`config.mk`:
```
export PLATFORM = sky130hd
export DESIGN_NAME = button_event
export DESIGN_NICKNAME = d
export VERILOG_FILES = /design/src/rtl/button_pkg.sv /design/src/rtl/button_edge.sv /design/src/rtl/button_event.sv
export SDC_FILE = /design/constraint.sdc
export NUM_CORES = 1
export LEC_CHECK = 0
export CELL_PAD_IN_SITES_DETAIL_PLACEMENT = 0
export CELL_PAD_IN_SITES_GLOBAL_PLACEMENT = 1
export CORE_ASPECT_RATIO = 1.5
export CORE_UTILIZATION = 45
export DETAILED_ROUTE_END_ITERATION = 6
export HOLD_SLACK_MARGIN = 0.15
export PLACE_DENSITY_LB_ADDON = 0.1
export SLEW_MARGIN = 40
export SYNTH_ARGS = -nofsm -noshare
export SYNTH_HDL_FRONTEND = slang
export SYNTH_SLANG_ARGS = --single-unit
```
`constraint.sdc`:
```
create_clock -name clk -period 2.9 [get_ports clk]
set_input_delay 0.58 -clock clk [delete_from_list [all_inputs] [get_ports clk]]
set_output_delay 0.58 -clock clk [all_outputs]
set_load 0.005 [all_outputs]
```
`src/rtl/button_pkg.sv`:
```
// Shared definitions for the button event classifier.
// State encoding, default timing constants and a small state helper.
package button_pkg;

  localparam int unsigned LONG_CYCLES_DEF   = 1000;
  localparam int unsigned GAP_CYCLES_DEF    = 250;
  localparam int unsigned REPEAT_CYCLES_DEF = 100;
  localparam int unsigned CNT_W_DEF         = 16;

  localparam int unsigned STATE_W = 3;

  localparam logic [STATE_W-1:0] IDLE      = 3'd0;
  localparam logic [STATE_W-1:0] PRESSED   = 3'd1;
  localparam logic [STATE_W-1:0] LONG_HELD = 3'd2;
  localparam logic [STATE_W-1:0] WAIT_GAP  = 3'd3;
  localparam logic [STATE_W-1:0] SECOND    = 3'd4;

  // True for every state in which the button is considered down.
  function automatic logic is_down(input logic [STATE_W-1:0] st);
    logic r;
    case (st)
      PRESSED, LONG_HELD, SECOND: r = 1'b1;
      default:                    r = 1'b0;
    endcase
    return r;
  endfunction

endpackage

```
`src/rtl/button_edge.sv`:
```
// Edge detector for the active-low debounced button level.
// The history register resets to "released", so a button already held
// when reset deasserts is reported as a fresh press.
module button_edge (
  input  logic clk,
  input  logic rst_n,
  input  logic btn_n_i,
  output logic press_o,
  output logic release_o
);

  logic btn_q;

  // One-cycle history of the button level.
  always_ff @(posedge clk or negedge rst_n) begin
    if (!rst_n) begin
      btn_q <= 1'b1;
    end else begin
      btn_q <= btn_n_i;
    end
  end

  assign press_o   = btn_q & ~btn_n_i;
  assign release_o = ~btn_q & btn_n_i;

endmodule

```
`src/rtl/button_event.sv`:
```
// Button event classifier: turns the debounced level into one-cycle
// press / release / short-click / double-click / long-press pulses.
// Optional auto-repeat during a long hold is enabled by defining the
// macro BUTTON_EVENT_REPEAT_EN; otherwise repeat_pulse stays 0.
module button_event
  import button_pkg::*;
#(
  parameter int unsigned LONG_CYCLES   = LONG_CYCLES_DEF,
  parameter int unsigned GAP_CYCLES    = GAP_CYCLES_DEF,
  parameter int unsigned REPEAT_CYCLES = REPEAT_CYCLES_DEF,
  parameter int unsigned CNT_W         = CNT_W_DEF
) (
  input  logic clk,
  input  logic rst_n,
  input  logic btn_n,
  output logic press_pulse,
  output logic release_pulse,
  output logic short_click,
  output logic double_click,
  output logic long_press,
  output logic repeat_pulse,
  output logic held
);

`ifdef BUTTON_EVENT_REPEAT_EN
  localparam logic REPEAT_ON = 1'b1;
`else
  localparam logic REPEAT_ON = 1'b0;
`endif

  // Thresholds are compared against the timer value seen in the last cycle
  // of the interval, hence the "- 1".
  localparam logic [CNT_W-1:0] LONG_T = CNT_W'(LONG_CYCLES - 1);
  localparam logic [CNT_W-1:0] GAP_T  = CNT_W'(GAP_CYCLES - 1);
  localparam logic [CNT_W-1:0] REP_T  = CNT_W'(REPEAT_CYCLES - 1);
  localparam logic [CNT_W-1:0] T_MAX  = {CNT_W{1'b1}};
  localparam logic [CNT_W-1:0] T_ONE  = {{(CNT_W-1){1'b0}}, 1'b1};
  localparam logic [CNT_W-1:0] T_ZERO = {CNT_W{1'b0}};

  logic               press_s;
  logic               release_s;
  logic [STATE_W-1:0] state_q, state_d;
  logic [CNT_W-1:0]   t_q, t_d;
  logic               t_clr;
  logic               long_hit;
  logic               gap_hit;
  logic               rep_hit;

  logic press_d, release_d, short_d, double_d, long_d, repeat_d, held_d;
  logic press_q, release_q, short_q, double_q, long_q, repeat_q, held_q;

  button_edge u_edge (
    .clk       (clk),
    .rst_n     (rst_n),
    .btn_n_i   (btn_n),
    .press_o   (press_s),
    .release_o (release_s)
  );

  assign long_hit = (t_q == LONG_T);
  assign gap_hit  = (t_q == GAP_T);
  assign rep_hit  = REPEAT_ON & (t_q == REP_T);

  // State and timer register.
  always_ff @(posedge clk or negedge rst_n) begin
    if (!rst_n) begin
      state_q <= IDLE;
      t_q     <= T_ZERO;
    end else begin
      state_q <= state_d;
      t_q     <= t_d;
    end
  end

  // Next-state logic; edges take priority over timer thresholds.
  always_comb begin
    state_d = state_q;
    t_clr   = 1'b0;
    case (state_q)
      IDLE: begin
        if (press_s) begin
          state_d = PRESSED;
          t_clr   = 1'b1;
        end else begin
          state_d = IDLE;
        end
      end
      PRESSED: begin
        if (release_s) begin
          state_d = WAIT_GAP;
          t_clr   = 1'b1;
        end else if (long_hit) begin
          state_d = LONG_HELD;
          t_clr   = 1'b1;
        end else begin
          state_d = PRESSED;
        end
      end
      LONG_HELD: begin
        if (release_s) begin
          state_d = IDLE;
          t_clr   = 1'b1;
        end else if (rep_hit) begin
          state_d = LONG_HELD;   // timer reloads at each repeat
          t_clr   = 1'b1;
        end else begin
          state_d = LONG_HELD;
        end
      end
      WAIT_GAP: begin
        if (press_s) begin
          state_d = SECOND;
          t_clr   = 1'b1;
        end else if (gap_hit) begin
          state_d = IDLE;
          t_clr   = 1'b1;
        end else begin
          state_d = WAIT_GAP;
        end
      end
      SECOND: begin
        if (release_s) begin
          state_d = IDLE;
          t_clr   = 1'b1;
        end else if (long_hit) begin
          state_d = LONG_HELD;
          t_clr   = 1'b1;
        end else begin
          state_d = SECOND;
        end
      end
      default: begin
        state_d = IDLE;
        t_clr   = 1'b1;
      end
    endcase
  end

  // Timer: cleared on state entry, otherwise saturating increment.
  always_comb begin
    if (t_clr) begin
      t_d = T_ZERO;
    end else if (t_q == T_MAX) begin
      t_d = t_q;
    end else begin
      t_d = t_q + T_ONE;
    end
  end

  // Next values of the registered event outputs.
  always_comb begin
    press_d   = 1'b0;
    release_d = 1'b0;
    short_d   = 1'b0;
    double_d  = 1'b0;
    long_d    = 1'b0;
    repeat_d  = 1'b0;
    held_d    = is_down(state_d);
    case (state_q)
      IDLE: begin
        press_d = press_s;
      end
      PRESSED: begin
        if (release_s) begin
          release_d = 1'b1;
        end else if (long_hit) begin
          long_d = 1'b1;
        end else begin
          long_d = 1'b0;
        end
      end
      LONG_HELD: begin
        if (release_s) begin
          release_d = 1'b1;
        end else if (rep_hit) begin
          repeat_d = 1'b1;
        end else begin
          repeat_d = 1'b0;
        end
      end
      WAIT_GAP: begin
        if (press_s) begin
          press_d = 1'b1;
        end else if (gap_hit) begin
          short_d = 1'b1;
        end else begin
          short_d = 1'b0;
        end
      end
      SECOND: begin
        if (release_s) begin
          release_d = 1'b1;
          double_d  = 1'b1;
        end else if (long_hit) begin
          long_d = 1'b1;
        end else begin
          long_d = 1'b0;
        end
      end
      default: begin
        press_d = 1'b0;
      end
    endcase
  end

  // Output registers.
  always_ff @(posedge clk or negedge rst_n) begin
    if (!rst_n) begin
      press_q   <= 1'b0;
      release_q <= 1'b0;
      short_q   <= 1'b0;
      double_q  <= 1'b0;
      long_q    <= 1'b0;
      repeat_q  <= 1'b0;
      held_q    <= 1'b0;
    end else begin
      press_q   <= press_d;
      release_q <= release_d;
      short_q   <= short_d;
      double_q  <= double_d;
      long_q    <= long_d;
      repeat_q  <= repeat_d;
      held_q    <= held_d;
    end
  end

  assign press_pulse   = press_q;
  assign release_pulse = release_q;
  assign short_click   = short_q;
  assign double_click  = double_q;
  assign long_press    = long_q;
  assign repeat_pulse  = repeat_q;
  assign held          = held_q;

endmodule

```
# == After elaboration in Yosys (flattened, before gate mapping) ==
# Index checks and enable logic that the tools add are counted.
# word_totals
ff_bits,26
inputBits,3
output_inout_bits,7
word_cells,55
# classes
n_addsub,1
n_eq_ne,11
mux,26
bitwise,4
reduce_logical,4
# op_table
cell,count
$mux 16,2
$add 16x1->16 const B,1
$eq 16x10->1 const B,1
$eq 16x16->1 const B,1
$eq 16x8->1 const B,1
$pmux 3 s5,1
$mux 1,14
$eq 3x2->1 const B,3
$mux 3,3
$mux 2,4
$eq 3x1->1 const B,2
$eq 3x3->1 const B,2
$reduce_or 3->1,2
$pmux 1 s4,1
$logic_not 3->1,1
$and 1x1->1,2
$ne 2x2->1 const B,1
$not 1->1,2
$pmux 1 s2,1
$reduce_or 2->1,1

# == Depth between registers and ports, before layout ==
# Gate-level depths: netlist (run 1).
# depth
word_depth,7
ltp_mapped,8
mapped_depth_nobuf,7

# == Modules after synthesis ==
# A second synthesis (run 1) with hierarchy kept.
# unflattened
hier_cells,144
area_unflattened_um2,1490.2
# modules_own_cells
mod,n_inst,cells_each,area_each_um2,seq_area_each_um2
button_event,1,141,1448.9,625.6
button_edge,1,3,41.3,26.3

# == Worst setup path before layout (run 1) ==
# No wires, ideal clock.
# synth_path
kind,flip-flop to flip-flop
startpoint,register t_q[0]
endpoint,register t_q[10]
setup_time_ps,121
t_arrival_ps,1847
required_ps,2779
path_slack_ps,932
path_stages_with_launch,8
path_buffers,1
synth_period_minus_slack_ps,1968
path_cell_list,dfrtp_1 -> ha_1 -> and4_1 -> a41oi_4 -> mux2_4 -> o221ai_4 -> buf_8 -> nor2_2
# synth_via
elab_chain_cells,5
# synth_rtl
element,line_no,rtl
from (decl),button_event.sv:43,"logic [CNT_W-1:0] t_q, t_d;"
from (signal assigned),button_event.sv:71,t_q <= t_d;
branches (longest 5 deep; another with $add 16x1->16),--,
# Several ways; the timed one is not identified. The select of a mux whose other input is x is not followed.
# A chain may end at the register's enable or synchronous reset.

# == Worst setup path in the final report (run 1) ==
# layout_path
startpoint,input btn_n
endpoint,register t_q[7]
# layout_via
elab_chain_cells,5
# layout_rtl
element,line_no,rtl
from (decl),button_event.sv:15,"input logic btn_n,"
$not 1->1,button_edge.sv:23,assign press_o = btn_q & ~btn_n_i;
$and 1x1->1,button_edge.sv:23,
$mux 1 (on tied branches),"button_event.sv:111, button_event.sv:81",
$pmux 1 s4 *,button_event.sv:79,case (state_q)
$ne 2x2->1 (no line) / $mux 16 (equally long branches),--,
# Mark *: on every way between the ends. The rest lies on a longest branch, timed or not.

==> impl_metrics.csv, run 1 <==
group,metric,value,unit
clock_network,htree_num_levels,1,
logic_synthesis,synth_edf_count,0,
final_layout,synthToLayoutAreaGrowth,9.32,%
clock_network,tritoncts.num_buffers,3,
timing,timing.clock.skew,0.00302,ns
clock_network,clkLatencyLatePin,0.27,ns
floorplanning,cell_row_count,25,
worst_setup_path,critical-path-max-stage-delay,0.52,ns
drt,drc_errors,0,
logic_synthesis,synth_seq_cells,26,
logic_synthesis,post_synth_instance_area,1520,um2
final_layout,n_antenna_cell,0,
global_route,antenna_found_initial,0,
timing,achievable-frequency,0.442,GHz
outcome,run_status,"complete, no violations",
drt,vias,1121,
floorplanning,floorplan.io_pins,10,
worst_setup_path,reg2regPathDepth,7,
logic_synthesis,synth-warning-count,0,
run,max_cap_viol_count,0,
worst_setup_path,crit-reg2reg-launch,"t_q[0]$_DFFE_PN0P_",
clock_network,ctsHoldBuffers,0,
final_layout,final_net_count,167,
placement,port-buffer-count,8,
clock_network,clock_path_buffers,2,
floorplanning,die_w,49.4,um
drt,routed_wl,3110,um
worst_setup_path,cp-start-kind,"primary input",
drt,via_cell_ratio,5.58,
drt,antenna_left,0,
logic_synthesis,postSynth.asyncResetShare,1.00,
clock_network,clkTransAtPathRegs,0.09,ns
worst_setup_path,cp_arrival,2.41,ns
global_route,grt_first_pass_wirelength,5440,um
global_route,grt.total_usage,0.201,
floorplanning,chipHeight,73.1,um
worst_setup_path,cp_cell_sequence,"clkdlybuf4s50_1 > nor2b_1 > a41oi_4 > mux2_4 > o221ai_4 > buf_4 > nor3_1",
timing,report.final.hold_viol_count,0,
global_route,pin_count_of_the_biggest_net_entering_global_routing,27,
global_route,grt_pass1_vias,1183,
worst_setup_path,timing.critical_path.from,"btn_n",
worst_setup_path,critical-path-slowest-cell,"sky130_fd_sc_hd__clkdlybuf4s50_1",
worst_setup_path,rrSetupSlack,0.68,ns
final_layout,drive_gt1_frac,0.161,
power,ir_worst_vdd,0.352,mV
logic_synthesis,synth_flop_cell,"sky130_fd_sc_hd__dfrtp_1",
final_layout,most-common-layout-cells,"25 x sky130_fd_sc_hd__dfrtp_1, 14 x sky130_fd_sc_hd__nor2_1, 10 x sky130_fd_sc_hd__nor2_2",
worst_setup_path,crit_fanout,16,
final_layout,layout.cells.non_filler,201,
timing,final_min_period_over_clock_period,0.779,
power,power.static_leakage,0.000680,uW
floorplanning,die_ar,3610,um2
clock_network,clk_root_buffer_cell,"sky130_fd_sc_hd__clkbuf_8",
floorplanning,core,3190,um2
drt,drt_iter0_drc,27,
logic_synthesis,synth.yosys.seq_area_share,0.430,
timing,rsz0062_at_grt,"false",
clock_network,cts_post_setup_buffers_inserted,0,
placement,dpl.hpwl,2350,um
drt,drtPass1Iterations,4,
timing,slew_viol_final,0,
clock_network,tritoncts,"built",
placement,place.gp.congestion,0.871,
timing,report.final.setup_viol,0,
clock_network,clkSinkCount,26,
global_route,gr-total-overflow,0,
logic_synthesis,synthDistinctLibCells,44,
power,power.density_cell_area,636,nW/um2
floorplanning,floorplan.initialDensity,0.475,
final_layout,layout_commonest_cell,"sky130_fd_sc_hd__dfrtp_1",
timing,period_minus_slack,2.26,ns
hold_path,hold_class,"reg -> reg",
timing,final.setup.tns,0,ns
logic_synthesis,synth_nets,159,
final_layout,filler_cell_count,321,
worst_setup_path,worst_ep_required_time,3.05,ns
clock_network,post_cts_resize_count,0,
worst_setup_path,critPathCapture,"t_q[7]$_DFFE_PN0P_",
logic_synthesis,synthesis.instances,154,
drt,wl_per_cell,15.5,um
worst_setup_path,worst_r2r_endpoint,"t_q[7]$_DFFE_PN0P_",
placement,placedCellCount,197,
worst_setup_path,worstSetupEndpointType,"flop",
logic_synthesis,avgSynthCellArea,9.85,um2
worst_setup_path,criticalPathCategory,"in -> reg",
how the worst min path moves through the flow:
stage                     slack, ns                      to  cells past startpoint          startpoint
after floorplan                0.28  double_click$_DFF_PN0_                      0               rst_n
after global placement         0.55      t_q[5]$_DFFE_PN0P_                      2  t_q[5]$_DFFE_PN0P_
after detailed placement       0.56      t_q[5]$_DFFE_PN0P_                      2  t_q[5]$_DFFE_PN0P_
after CTS                      0.59      t_q[5]$_DFFE_PN0P_                      2  t_q[5]$_DFFE_PN0P_
after global routing           0.62      t_q[6]$_DFFE_PN0P_                      2  t_q[6]$_DFFE_PN0P_
final                          0.58      t_q[6]$_DFFE_PN0P_                      2  t_q[6]$_DFFE_PN0P_
power breakdown:
group | switching, uW | total, uW | internal [uW]
combinational | 186 | 342 | 156
sequential | 87.1 | 505 | 418
clock | 109 | 207 | 98.3
total | 382 | 1050 | 673
cell usage after synthesis (2+ instances only):
master	instances	area share
sky130_fd_sc_hd__dfrtp_1	25	0.41
sky130_fd_sc_hd__nor2_1	14	0.035
sky130_fd_sc_hd__nor2_2	10	0.041
sky130_fd_sc_hd__nand3_1	8	0.026
sky130_fd_sc_hd__nor3_1	8	0.026
sky130_fd_sc_hd__xnor2_1	8	0.046
sky130_fd_sc_hd__xor2_1	7	0.040
sky130_fd_sc_hd__a21oi_1	6	0.020
sky130_fd_sc_hd__nand2_1	6	0.015
sky130_fd_sc_hd__nand4_1	6	0.025
sky130_fd_sc_hd__o21ai_0	6	0.020
sky130_fd_sc_hd__inv_1	4	0.0099
sky130_fd_sc_hd__nand2b_1	4	0.016
sky130_fd_sc_hd__and3_1	3	0.012
sky130_fd_sc_hd__o2111ai_1	3	0.017
sky130_fd_sc_hd__and4_1	2	0.012
sky130_fd_sc_hd__buf_2	2	0.0066
sky130_fd_sc_hd__clkbuf_1	2	0.0050
sky130_fd_sc_hd__ha_1	2	0.016
sky130_fd_sc_hd__nor2b_1	2	0.0082
sky130_fd_sc_hd__o311ai_0	2	0.012
sky130_fd_sc_hd__or2_2	2	0.0082
routing by layer:
metal	vias to the layer above	track usage	routed length, um
li1	554	-	-
met1	549	0.209	1230
met2	11	0.394	1770
met3	7	0.0250	41
met4	0	0.0889	70
met5	-	0	0
final cells by class:
cell class	instances	area (um2)	area share
Multi-Input combinational cell	116	793	0.478
Clock buffer	4	45.0	0.0272
Sequential cell	26	652	0.393
Timing Repair Buffer	11	103	0.0619
Inverter	4	15.0	0.00906
Tap cell	40	50.0	0.0302
cell families after synthesis:
family                   Yosys count  share of synthesized area
XOR/XNOR                          15                     0.0866
flip-flops                        26                      0.430
buffers and inverters             12                     0.0470
multiplexers                       2                     0.0165
AND/OR/NAND/NOR                   74                      0.281
adder cells (fa/ha/maj)            2                     0.0165
AO/OA/AOI/OAI                     22                      0.120
other                              1                    0.00247
through the flow:
step | total power [uW] | cell area (um2) | worst slack [ns] | hold slack (ns) | util
after global placement | 845 | 1610 | 0.379 | 0.550 | 0.505
final | 1050 | 1660 | 0.640 | 0.581 | 0.520
after detailed placement | 859 | 1610 | 0.299 | 0.558 | 0.505
after global routing | 1130 | 1660 | 0.528 | 0.619 | 0.520
after floorplan | 778 | 1520 | 0.932 | 0.284 | -
after CTS | 1070 | 1660 | 0.606 | 0.588 | 0.520
flip-flops by register name, summed over array words and instances, names as in the netlist:
register / count
t_q: 16
state_q: 3
double_click: 1
held: 1
long_press: 1
press_pulse: 1
release_pulse: 1
short_click: 1
u_edge.btn_q: 1
critical path: cells and delay by family:
kind	cells	cell delay (ns)
buffers and inverters	2	0.80
AOI/OAI and AO/OA	2	0.25
muxes	1	0.33
and+or+nand+nor	2	0.45
(Power assumes the default switching activity.)
==> inputs of run 2 (changes only) <==
==> constraint.sdc (replaced) <==
create_clock -name clk -period 2.3 [get_ports clk]
set_input_delay 0.46 -clock clk [delete_from_list [all_inputs] [get_ports clk]]
set_output_delay 0.46 -clock clk [all_outputs]
set_load 0.005 [all_outputs]
==> run 2 against run 1 <==
Net effect: clock-buffer cell count unchanged; clock power up 42%; via count up 1.8%; combinational power up 30%; worst setup slack worse by 0.48 ns.
==> impl_metrics.csv, run 2 (synthesis results as in run 1) <==
group,metric,value,unit
final_layout,multiInputGateArea,796,um2
floorplanning,cell_row_count,25,
worst_setup_path,rrSetupSlack,0.16,ns
worst_setup_path,cp_cell_sequence,"ha_2 > and4_1 > a41oi_4 > mux2_4 > o221ai_4 > buf_4 > a211oi_1",
global_route,pin_count_of_the_biggest_net_entering_global_routing,18,
placement,dpl.hpwl,2420,um
timing,tightestPinTransition,0.494,ns
worst_setup_path,crit_fanout,9,
worst_setup_path,critical-path-slowest-cell,"sky130_fd_sc_hd__dfrtp_1",
clock_network,tritoncts.num_buffers,3,
power,power.density_cell_area,811,nW/um2
clock_network,clock_path_buffers,2,
clock_network,htree_num_levels,1,
clock_network,clkTransAtPathRegs,0.08,ns
timing,period_minus_slack,2.14,ns
global_route,grt_first_pass_wirelength,5440,um
timing,rsz0062_at_grt,"false",
power,power.static_leakage,0.000699,uW
timing,timing.clock.skew,0.00117,ns
drt,via_cell_ratio,5.59,
placement,placedCellCount,200,
final_layout,synthToLayoutAreaGrowth,11.6,%
drt,antenna_left,0,
final_layout,final_net_count,170,
hold_path,hold_class,"in -> async",
global_route,grt.total_usage,0.200,
drt,drt_iter0_drc,16,
clock_network,clkLatencyLatePin,0.27,ns
clock_network,ctsHoldBuffers,0,
final_layout,layout.area.seq,652,um2
final_layout,drive_gt1_frac,0.189,
timing,slew_viol_final,0,
clock_network,tritoncts,"built",
outcome,run_status,"complete, no violations",
global_route,antenna_found_initial,0,
timing,final_min_period_over_clock_period,0.930,
worst_setup_path,cp-start-kind,"flop",
floorplanning,floorplan.io_pins,10,
worst_setup_path,critical-path-max-stage-delay,0.45,ns
worst_setup_path,criticalPathCategory,"reg -> reg",
final_layout,finish.utilization,0.531,
final_layout,most-common-layout-cells,"25 x sky130_fd_sc_hd__dfrtp_1, 14 x sky130_fd_sc_hd__nor2_1, 10 x sky130_fd_sc_hd__nor2_2",
final_layout,layout_commonest_cell,"sky130_fd_sc_hd__dfrtp_1",
floorplanning,core,3190,um2
final_layout,n_antenna_cell,0,
final_layout,register_with_the_most_flip_flops,"t_q",
drt,vias,1141,
timing,report.final.setup_viol,0,
worst_setup_path,worst_ep_required_time,2.46,ns
power,ir_worst_vdd,0.515,mV
floorplanning,die_ar,3610,um2
drt,wl_per_cell,15.1,um
final_layout,layout.cells.non_filler,204,
worst_setup_path,critPathBufInv,1,
floorplanning,chipHeight,73.1,um
global_route,gr-total-overflow,0,
timing,achievable-frequency,0.467,GHz
global_route,grt_pass1_vias,1228,
run,max_cap_viol_count,0,
drt,drc_errors,0,
timing,final.setup.tns,0,ns
clock_network,clk_root_buffer_cell,"sky130_fd_sc_hd__clkbuf_8",
placement,place.gp.congestion,0.836,
floorplanning,floorplan.initialDensity,0.475,
worst_setup_path,cp_top_family,"flip-flops",
worst_setup_path,worstSetupEndpointType,"flop",
clock_network,clkSinkCount,26,
drt,drtPass1Iterations,4,
final_layout,largestRegisters,"t_q x16, state_q x3",
worst_setup_path,cp_arrival,2.30,ns
final_layout,filler_cell_count,322,
final_layout,largest_register_ffs,16,
timing,max_slew_margin,0.667,
drt,routed_wl,3080,um
timing,report.final.hold_viol_count,0,
placement,port-buffer-count,8,
floorplanning,die_w,49.4,um
==> run 2: layer usage <==
| layer | track usage | wire length, um |
|---|---|---|
| met1 | 0.202 | 1180 |
| met2 | 0.373 | 1720 |
| met3 | 0.0229 | 37 |
| met4 | 0.149 | 148 |
| met5 | 0 | 0 |
==> run 2: worst register-to-register path, cell delays in order, from the launching register on <==
cell and delay [ns]:
sky130_fd_sc_hd__dfrtp_1 0.45, sky130_fd_sc_hd__ha_2 0.28, sky130_fd_sc_hd__and4_1 0.33, sky130_fd_sc_hd__a41oi_4 0.18, sky130_fd_sc_hd__mux2_4 0.32, sky130_fd_sc_hd__o221ai_4 0.18, sky130_fd_sc_hd__buf_4 0.23, sky130_fd_sc_hd__a211oi_1 0.06
==> run 2: final timing paths <==
check | from | cells past startpoint | end
setup / recovery | t_q[0]$_DFFE_PN0P_ | 7 | t_q[1]$_DFFE_PN0P_
hold / removal | rst_n | 1 | t_q[15]$_DFFE_PN0P_
setup reg to reg | t_q[0]$_DFFE_PN0P_ | 7 | t_q[1]$_DFFE_PN0P_
hold reg to reg | t_q[6]$_DFFE_PN0P_ | 2 | t_q[6]$_DFFE_PN0P_
max in group asynchronous | rst_n | 2 | state_q[1]$_DFF_PN0_
min in group clk | t_q[6]$_DFFE_PN0P_ | 2 | t_q[6]$_DFFE_PN0P_
==> run 2: cell type report <==
class,count,area share
clock buffer,4,0.0325
inverter,4,0.00887
multi-input combinational,116,0.470
sequential,26,0.385
tap,40,0.0296
timing repair buffer,14,0.0739
==> run 2: repair_timing <==
item	in CTS	in global routing
endpoints found under the hold margin	0	0
setup endpoints to repair	0	9
resized for setup	0	1
setup buffers	0	0
==> run 2: power breakdown <==
group	switching, uW	total (uW)	internal, uW	leakage (uW)
Sequential	110	637	527	0.000348
Clock	139	293	153	0.0000288
Combinational	234	444	210	0.000323
==> run 2: stage by stage <==
step	total power, uW	worst slack [ns]	hold slack (ns)	instance area [um2]
final	1370	0.160	0.494	1690
after global routing	1470	0.0177	0.535	1690
after CTS	1390	0.130	0.509	1690
after detailed placement	1090	0.0616	0.562	1640
after global placement	1080	0.0953	0.560	1640
after floorplan	981	0.332	0.164	1520
==> inputs of run 3 (changes only) <==
--- a/config.mk
+++ b/config.mk
@@ -12,6 +12,7 @@
 export DETAILED_ROUTE_END_ITERATION = 6
 export HOLD_SLACK_MARGIN = 0.15
 export PLACE_DENSITY_LB_ADDON = 0.1
+export SKIP_CTS_REPAIR_TIMING = 1
 export SLEW_MARGIN = 40
 export SYNTH_ARGS = -nofsm -noshare
 export SYNTH_HDL_FRONTEND = slang
==> results of run 3 <==
Same layout as run 2: the final DEF is identical, and so are final timing and power.
